==> src/rtl/instr_loader.sv <==
// instr_loader: packs a host byte stream into 9-bit words, writes instr memory from 0, then runs the core
// Define CHECKSUM_EN to require a trailing XOR checksum byte before the core is started.
module instr_loader #(
   parameter int D = 12,
   parameter int W = 9
) (
   input  logic         clk,
   input  logic         reset,
   input  logic         in_valid,
   input  logic [7:0]   in_byte,
   output logic         in_ready,
   output logic         wr_en,
   output logic [D-1:0] wr_addr,
   output logic [W-1:0] wr_data,
   output logic         req,
   input  logic         done,
   output logic         busy,
   output logic         load_err,
   output logic [D:0]   prog_len
);
`ifdef CHECKSUM_EN
   typedef enum logic [2:0] {LEN_HI, LEN_LO, INS_HI, INS_LO, CHK, RUN} state_t;
`else
   typedef enum logic [2:0] {LEN_HI, LEN_LO, INS_HI, INS_LO, RUN} state_t;
`endif
   localparam logic [16:0] max_words = 17'(2 ** D);
   state_t       state;
   logic [7:0]   len_hi;
   logic         hi_bit;
   logic [D-1:0] cnt;
   logic         take, last;
   logic [16:0]  n;
`ifdef CHECKSUM_EN
   logic [7:0]   csum;
`endif
   assign take = in_valid & in_ready;
   assign n    = {1'b0, len_hi, in_byte};
   assign last = {1'b0, cnt} == prog_len - (D+1)'(1);
   // outputs are registered from the next state, so in_ready/busy follow the FSM by one edge
   always_ff @(posedge clk or negedge reset) begin
      if (!reset) begin
         state    <= LEN_HI;
         in_ready <= 1'b0;
         busy     <= 1'b0;
         wr_en    <= 1'b0;
         wr_addr  <= '0;
         wr_data  <= '0;
         req      <= 1'b0;
         load_err <= 1'b0;
         prog_len <= '0;
         cnt      <= '0;
         len_hi   <= '0;
         hi_bit   <= 1'b0;
`ifdef CHECKSUM_EN
         csum     <= '0;
`endif
      end else begin
         wr_en    <= 1'b0;
         load_err <= 1'b0;
         case (state)
            LEN_HI: begin
               in_ready <= 1'b1;
               busy     <= 1'b0;
               if (take) begin
                  len_hi <= in_byte;
                  busy   <= 1'b1;
                  state  <= LEN_LO;
               end
            end
            LEN_LO: if (take) begin
               if (n == '0 || n > max_words) begin
                  load_err <= 1'b1;
                  busy     <= 1'b0;
                  state    <= LEN_HI;
               end else begin
                  prog_len <= n[D:0];
                  cnt      <= '0;
`ifdef CHECKSUM_EN
                  csum     <= '0;
`endif
                  state    <= INS_HI;
               end
            end
            INS_HI: if (take) begin
               if (|in_byte[7:1]) begin
                  load_err <= 1'b1;
                  busy     <= 1'b0;
                  state    <= LEN_HI;
               end else begin
                  hi_bit <= in_byte[0];
`ifdef CHECKSUM_EN
                  csum   <= csum ^ in_byte;
`endif
                  state  <= INS_LO;
               end
            end
            INS_LO: if (take) begin
               wr_en   <= 1'b1;
               wr_addr <= cnt;
               wr_data <= {hi_bit, in_byte};
               cnt     <= cnt + D'(1);
`ifdef CHECKSUM_EN
               csum    <= csum ^ in_byte;
               state   <= last ? CHK : INS_HI;
`else
               in_ready <= !last;
               state    <= last ? RUN : INS_HI;
`endif
            end
`ifdef CHECKSUM_EN
            CHK: if (take) begin
               if (in_byte == csum) begin
                  in_ready <= 1'b0;
                  state    <= RUN;
               end else begin
                  load_err <= 1'b1;
                  busy     <= 1'b0;
                  state    <= LEN_HI;
               end
            end
`endif
            RUN: begin
               // done only counts once req has been visible for at least one cycle
               if (req && done) begin
                  req      <= 1'b0;
                  in_ready <= 1'b1;
                  busy     <= 1'b0;
                  state    <= LEN_HI;
               end else begin
                  req <= 1'b1;
               end
            end
            default: state <= LEN_HI;
         endcase
      end
   end
endmodule

==> config.mk <==
export PLATFORM = sky130hd
export DESIGN_NAME = instr_loader
export DESIGN_NICKNAME = d
export VERILOG_FILES = /design/src/rtl/instr_loader.sv
export SDC_FILE = /design/constraint.sdc
export NUM_CORES = 1
export LEC_CHECK = 0
export ABC_AREA = 1
export BUFFER_PORTS_ARGS = -buffer_cell sky130_fd_sc_hd__buf_2
export CORE_ASPECT_RATIO = 1.5
export CORE_MARGIN = 1
export CORE_UTILIZATION = 60
export CTS_CLUSTER_DIAMETER = 120
export CTS_CLUSTER_SIZE = 14
export DETAILED_ROUTE_END_ITERATION = 10
export HOLD_SLACK_MARGIN = 0.1
export MAX_ROUTING_LAYER = met4
export PLACE_DENSITY = 0.84
export SLEW_MARGIN = 30
export SYNTH_ARGS = -nofsm -noshare
export SYNTH_HDL_FRONTEND = slang
export SYNTH_SLANG_ARGS = --single-unit
==> constraint.sdc <==
create_clock -name clk -period 2.8 [get_ports clk]
set_input_delay 0.14 -clock clk [delete_from_list [all_inputs] [get_ports clk]]
set_output_delay 0.14 -clock clk [all_outputs]
set_load 0.02 [all_outputs]
; Yosys cells after proc, flatten, opt, wreduce, memory -nomap -nowiden
; Cells that the tools add are included.
; W data, S select, Z words.
[word_totals]
regBits = 63
out_inout_bits = 39
input_bits = 12
[op_classes]
order_cmp = 1
n_eq_ne = 13
bitwise_logic = 3
mux = 30
n_reduce_logical = 17
addsub = 2
[ops]
columns = cell, count
row1 = $mux W12, 3
row2 = $pmux W12 S2, 1
row3 = $mux W3, 6
row4 = $logic_not A17 Y1, 1
row5 = $gt A16 B13 Y1 const B, 1
row6 = $ne A2 B2 Y1 const B, 8
row7 = $pmux W3 S5, 1
row8 = $mux W1, 14
row9 = $eq A12 B13 Y1, 1
row10 = $sub A13 B1 Y13 const B, 1
row11 = $add A12 B1 Y12 const B, 1
row12 = $reduce_and A3 Y1, 3
row13 = $reduce_or A7 Y1, 1
row14 = $eq A3 B2 Y1 const B, 2
row15 = $reduce_and A6 Y1, 1
row16 = $reduce_and A5 Y1, 1
row17 = $mux W2, 2
row18 = $pmux W1 S4, 1
row19 = $reduce_and A2 Y1, 2
row20 = $reduce_and A4 Y1, 1
row21 = $reduce_bool A4 Y1, 1
row22 = $eq A3 B1 Y1 const B, 1
row23 = $eq A3 B3 Y1 const B, 1
row24 = $logic_not A3 Y1, 1
row25 = other kinds (9), 10

; Depth between registers and ports, before layout
; Gate-level depths: netlist of run 1.
[depth]
ltp_word = 5
ltp_mapped = 14

; Least setup slack after synthesis of run 1
; Ideal clock, no wire load.
[synth_timing]
kind = reg2reg
from = register prog_len[0]
to = register in_ready
setup_ns = 0.130
required_time_ns = 2.670
path_slack_ns = 1.061
n_path_buf = 0
t_arrival_ns = 1.609
stages_incl_launch_ff = 12
path_cell_list = dfrtp_1 -> inv_1 -> ha_1 -> nand2_1 -> nor2_1 -> nand2_1 -> nand2_1 -> nand2_1 -> nor2_1 -> nand4_1 -> nor2_1 -> a21boi_0
[synth_via]
elab_chain_cells = 5
[synth_lines]
columns = item, line
row1 = from (decl), 19  ; output logic [D:0] prog_len
row2 = from (signal assigned), 76  ; prog_len <= n[D:0];
row3 = $sub A13 B1 Y13, 38  ; assign last = {1'b0, cnt} == prog_len - (D+1)'(1);
row4 = $eq A12 B13 Y1, 38
row5 = $logic_not A1 Y1, 106  ; in_ready <= !last;
row6 = $mux W1, 97  ; INS_LO: if (take) begin
row7 = $pmux W1 S3, 60  ; case (state)
row8 = to (signal assigned), 106
row9 = to (decl), 11  ; output logic in_ready,
; No other way between the ends. The select of a mux whose other input is x is not followed.
; A chain may end at the register's enable or synchronous reset.

; Worst setup path in the final report of run 1
[layout_timing]
from = register state[2]
to = register cnt[6]
[layout_via]
elab_chain_cells = 3
word_cells_on_any_way = 8
cone_classes = eq/ne: 5 / mux: 1 / reduce/logical: 2
[layout_lines]
columns = item, line
row1 = from (decl), 27  ; state_t state;
row2 = from (signal assigned), 107  ; state <= last ? RUN : INS_HI;
row3 = $eq A3 B1 Y1 / $eq A3 B2 Y1 (equally long branches), 60
row4 = $ne A2 B2 Y1 (no line) / $reduce_bool A2 Y1 (equally long branches), --
row5 = $reduce_and A4 Y1 (no line), --
row6 = to (signal assigned), 101  ; cnt <= cnt + D'(1);
row7 = to (decl), 30  ; logic [D-1:0] cnt;
; Parallel ways exist; a longest one is shown, timed or not.

==> results.cfg, run 1 <==
[synth]
synth_area_per_cell_um2 = 7.66
syn_inst = 432
synthDistinctLibCells = 37
synth_compound_area_frac = 0.113
async_flop_share = 1.00
synth.area.top_cells = dfrtp_1 (48%), nand2_1 (14%), inv_1 (6.2%), o21ai_0 (5.0%), nor2_1 (4.3%)
synth_top_cell_by_area = dfrtp_1
synthMuxAreaShare = 0
synth_nets = 446
synth_flop_cell = dfrtp_1
synth_seq_area_share = 0.476
synth_xor_area_frac = 0.0291
synth.top_cell.area_share = 0.476
synth-edff-count = 0
synth_top_family_by_area = simple AND/OR/NAND/NOR gates
synth_fa_ha_area_frac = 0.00756
synthSimpleGateAreaFrac = 0.286
ys_seq_elements = 63
yosysWarnings = 0
synth.cell_area_mm2 = 0.00331

[clock_tree]
ctsLongestPathBuffers = 2
clkLatencyLatePin_ns = 0.35
cts.clk_slew.worst_paths_ns = 0.07
cts_buffers = 9
cts-htree-levels = 3
cts_tree = built
cts-root-buf = clkbuf_8
clock-sinks = 63
cts-resized-gates = 0

[setup_path]
critPathMaxStageDelay_ns = 0.46
critPathSlowestCell = dfrtp_1
cp-end-kind = flip-flop
path_common_cell = inv_2
reg2reg_from = state[2]
crit_type = flip-flop to flip-flop
crit_chain = nor3_4 -> inv_2 -> nor2_4 -> inv_2 -> nand2_4 -> nand3_1 -> o21ai_1
required_ns = 3.07
critical_path.max_fanout = 43
cp.buffers_inverters = 2
cp.arrival_ns = 2.29
critPathTopFamily = simple AND/OR/NAND/NOR gates
cp-start-kind = flip-flop
critPathLaunch = state[2]

[timing]
fmax_mhz = 495
setup_slack_ns = 0.779
period_needed_ns = 2.02
fin_crit_sh = 0.722
rsz0062_at_grt = no
final.setup_skew_ns = 0.0134
setup_viol = 0
maxSlewViolCount = 0
slew_headroom = 0.548
tightestPinTransition_ns = 0.677
final.setup.tns_ns = 0
hold_violations = 0

[place]
dpl.hpwl_mm = 5.81
placed_area_mm2 = 0.00360
portBuffers = 50
place_congestion = 0.919
place_ws_ns = 0.811

[layout]
antenna_cells = 0
area_growth_syn_to_layout_pct = 17.4
layout-drive-gt1-share = 0.181
nets = 506
final_cell_area_mm2 = 0.00389

[grt]
grt_pass1_vias = 2854
overflow = 0
grtUsageTotal = 0.307
grt_max_degree = 44
antenna_found_initial = 0
grt_pass1_wl_mm = 13.1

[drt]
num_vias = 3007
drc = 0
drt_iter0_markers = 254
wirelength_mm = 8.00
drtPass1Iterations = 7
wl_per_cell_um = 14.2
avgViaCountPerCell = 5.32
ant_nets = 0

[min_path]
hold_path_startpoint = in_byte[4]
hp-class = primary input to flip-flop

[status]
status = complete, no violations

[power_and_ir_drop]
clkPwrFrac = 0.177
p_comb_frac = 0.466
p_leak_nw = 2.03
swShare = 0.464
power.total_mw = 4.64
internal_power_mw = 2.49
pwr_density_cell_mw_per_mm2 = 1190
p_sw_mw = 2.15
pwr-share-seq = 0.357
ir_drop_uv = 674

[floorplan]
start_util = 0.631
dieArea_mm2 = 0.00582
die_h_um = 93.0
die_w_um = 62.6
rows = 32
core_area_mm2 = 0.00525
io_pins = 51

[run]
drv_cap = 0
flip-flops by register name, indices dropped and copies added (netlist names):
signal	cells
busy	1
cnt	12
hi_bit	1
in_ready	1
len_hi	8
load_err	1
prog_len	13
req	1
state	3
wr_addr	12
wr_data	9
wr_en	1
per-layer routing:
layer / vias to the layer above / GRT usage / share of wire
met5: - / - / 0
met3: 24 / 0.0887 / 0.051
met4: 0 / 0.155 / 0.030
met2: 95 / 0.500 / 0.52
met1: 1394 / 0.341 / 0.39
li1: 1494 / - / -
synth_stat cells (2+ instances only):
master / instances
nand3_1: 21
dfrtp_1: 63
o21ai_1: 27
a21oi_1: 4
inv_2: 5
nor3_1: 13
clkbuf_1: 4
xor2_1: 6
nand2_2: 2
nand2_1: 121
nor3b_1: 2
nor3_2: 2
nor4_1: 2
xnor2_1: 5
ha_1: 2
nor2_1: 38
a21oi_2: 2
o21ai_0: 33
or2_2: 3
buf_6: 3
inv_1: 55
nand4_1: 4
what timing repair did:
action,in CTS,in global routing
setup buffers,0,0
endpoints found under the hold margin,42,0
hold buffers,5,0
power groups by stage:
stage	clock network [mW]	logic [mW]	registers [mW]
after floorplan	0	1.33	1.84
after global placement	0	2.08	1.64
after detailed placement	0	2.13	1.66
after CTS	0.822	2.14	1.64
after global routing	0.869	2.42	1.71
final	0.820	2.16	1.66
final cells by class:
type                       count  area [µm²]
inverter                      60         225
multi-input combinational    299        1440
tap                           68        85.1
clock inverter                 5        56.3
fill                         407        1360
sequential                    63        1580
timing repair buffer          59         350
clock buffer                  11         151
final timing paths:
path | end | slack, ns | cells after the start
worst max-delay path | cnt[6] | 0.78 | 7
max in group asynchronous | prog_len[11] | 1.85 | 4
worst max register to register | cnt[6] | 0.78 | 7
worst min register to register | wr_data[1] | 0.49 | 2
min in group asynchronous | wr_addr[4] | 0.24 | 2
worst min-delay path | wr_data[4] | 0.11 | 3
logic make-up (layout without fill, tap and decap cells):
| family | count (synthesis) | in the layout |
|---|---|---|
| flops | 63 | 63 |
| buf+inv | 70 | 135 |
| simple gates | 216 | 216 |
| xor+xnor | 11 | 11 |
| fa+ha+maj | 2 | 2 |
| compound gates | 70 | 70 |
worst min-delay path, delay by kind of cell:
kind	cells	cell delay, ns
compound gates	1	0.13
buf+inv	2	0.14
through the flow:
stage                     instances  utilization  hold WS, ns
after floorplan                 432            -       -0.156
after CTS                       564        0.736        0.106
final                           565        0.741        0.114
after detailed placement        543        0.687        0.280
after global placement          543        0.687        0.275
after global routing            565        0.741        0.113
placed cells by master (no fill, tap or decap), types with 3 or more instances in the layout:
cell             n
a21oi_1          4
buf_2           50
buf_4            3
clkbuf_8        11
dfrtp_1         63
dlygate4sd3_1    5
inv_1           55
inv_2            5
nand2_1        121
nand3_1         21
nand4_1          4
nor2_1          38
nor3_1          13
o21ai_0         33
o21ai_1         27
or2_2            3
xnor2_1          5
xor2_1           6
Power figures use the tool's default switching activity.
==> run 2, diff against run 1 <==
CORE_UTILIZATION = 57   (was 60)
PLACE_DENSITY = 0.8   (was 0.84)
clock period = 1.9 ns   (was 2.8 ns; I/O delays follow)
==> run 2 against run 1 <==
Effect of this change:
- non-clock buffer count is 15 higher
- utilization decreased by 1.3 points
- sequential power is 44% higher
- critical endpoint is now state[1]
- die area up 5.1%
- cell count grew 3.0%
- setup slack got worse by 0.77 ns
- via count rose by 2.6%
- clock power is 18% higher
- sequential share of layout area fell by 1.3 points
- flip-flop and latch count did not move
- global-route usage decreased by 0.81 points
- highest routed layer unchanged
- cell area increased by 3.7%
- critical path type unchanged
==> results.cfg, run 2 (synthesized netlist as in run 1, its figures left out) <==
[grt]
grt_pass1_vias = 2891
grt_max_degree = 27
antenna_found_initial = 0
grtUsageTotal = 0.299
grt_pass1_wl_mm = 13.1
overflow = 0

[timing]
period_needed_ns = 1.89
hold_violations = 0
fmax_mhz = 530
maxSlewViolCount = 0
final.setup.tns_ns = 0
tightestPinTransition_ns = 0.542
fin_crit_sh = 0.993
setup_viol = 0
slew_headroom = 0.639
final.setup_skew_ns = 0.00972
fin_hold_ws_ns = 0.161
rsz0062_at_grt = yes

[clock_tree]
clock-sinks = 63
ctsLongestPathBuffers = 2
cts_tree = built
cts.clk_slew.worst_paths_ns = 0.07
cts-htree-levels = 3
clkLatencyLatePin_ns = 0.33
cts_buffers = 9
cts-root-buf = clkbuf_8

[setup_path]
reg2reg_to = state[1]
cp.arrival_ns = 2.11
r2r_cells = 12
crit_type = flip-flop to flip-flop
cp-end-kind = flip-flop
critical_path.max_fanout = 4
required_ns = 2.13
reg2reg_from = prog_len[1]
rrSetupSlack_ns = 0.01
cp-start-kind = flip-flop

[layout]
final_cell_area_mm2 = 0.00403
largest_reg_flops = 13
fill_cells = 442
reg_top3 = prog_len (13), cnt (12), wr_addr (12)
final_common_cell = nand2_1
fin_cells = 582
antenna_cells = 0
layout_common_cells = nand2_1 (119), dfrtp_1 (60), inv_1 (53), buf_2 (50), o21ai_0 (32)
layout-drive-gt1-share = 0.232
nets = 521
top_register = prog_len
area_growth_syn_to_layout_pct = 21.7

[min_path]
hold_path_startpoint = in_byte[4]
hp-class = primary input to flip-flop
holdPathStages = 4
hold_end = wr_data[4]

[drt]
drc = 0
wirelength_mm = 8.36
ant_nets = 0
drtPass1Iterations = 5
num_vias = 3086
avgViaCountPerCell = 5.30
drt_iter0_markers = 237
wl_per_cell_um = 14.4

[place]
placed_area_mm2 = 0.00371
dpl.hpwl_mm = 6.03
portBuffers = 50
dp.cells = 558
place_congestion = 0.958

[power_and_ir_drop]
p_leak_nw = 2.08
pwr_density_cell_mw_per_mm2 = 1730
power.total_mw = 6.96
ir_drop_uv = 1060

[floorplan]
start_util = 0.598
die_h_um = 95.3
die_w_um = 64.2
core_area_mm2 = 0.00553
rows = 33
io_pins = 51
dieArea_mm2 = 0.00612

[status]
status = complete, no violations

[run]
drv_cap = 0
==> run 2: cell types whose count changed in the layout (fill, tap and decap cells not counted), moves of 3 or more <==
cell	change
buf_4	+13
clkbuf_1	+3
dfrtp_1	-3
dfrtp_2	+3
nor2_1	-10
nor2_2	+9
==> run 2: layout make-up <==
class	count	area, µm²	area share
Sequential cell	63	1580	0.392
Multi-Input combinational cell	299	1520	0.377
Timing Repair Buffer	74	460	0.114
Inverter	60	225	0.0559
Clock buffer	12	135	0.0335
Tap cell	70	87.6	0.0217
Clock inverter	4	22.5	0.00559
==> run 2: metrics by stage <==
stage	util	worst slack, ns
2_1_floorplan	-	0.161
3_3_place_gp	0.671	0.0897
3_5_place_dp	0.671	0.0311
4_1_cts	0.713	0.0120
5_1_grt	0.728	-0.0346
6_report	0.728	0.0136
==> run 2: repair_timing <==
item / in CTS / in global routing
hold endpoints to repair: 36 / 0
buffers inserted: 0 / 1
pin swaps: 1 / 5
gates resized for setup: 1 / 24
setup endpoints to repair: 1 / 26
hold buffers: 7 / 0
==> run 2: worst max-delay path, stage by stage (launching register included) <==
cell,delay (ns)
dfrtp_1,0.40
inv_2,0.08
ha_4,0.27
xor2_1,0.15
nand2_1,0.09
nor2_1,0.12
nand2_1,0.07
nor2_1,0.10
nand4_1,0.21
nand2_1,0.13
nand2_1,0.06
nand2_1,0.07
nand2_1,0.05
==> run 2: how the worst max path moves through the flow <==
stage,cells after the start,end,slack [ns],start
4_1_cts,11,in_ready,0.01,prog_len[0]
2_1_floorplan,11,in_ready,0.16,prog_len[0]
5_1_grt,12,state[1],-0.03,prog_len[1]
6_report,12,state[1],0.01,prog_len[1]
3_5_place_dp,11,in_ready,0.03,prog_len[0]
3_3_place_gp,11,in_ready,0.09,prog_len[1]
==> run 2: routing by layer <==
layer	share of wire	global-route usage	wire [µm]	vias to the layer above
li1	-	-	-	1521
met1	0.41	0.336	3440	1447
met2	0.52	0.512	4340	90
met3	0.038	0.0646	320	28
met4	0.032	0.128	267	0
met5	0	-	0	-
==> run 2: report_power, final <==
group | total (mW) | internal, mW | switching (mW)
combinational | 3.61 | 1.30 | 2.31
clock | 0.968 | 0.468 | 0.500
sequential | 2.39 | 1.89 | 0.499
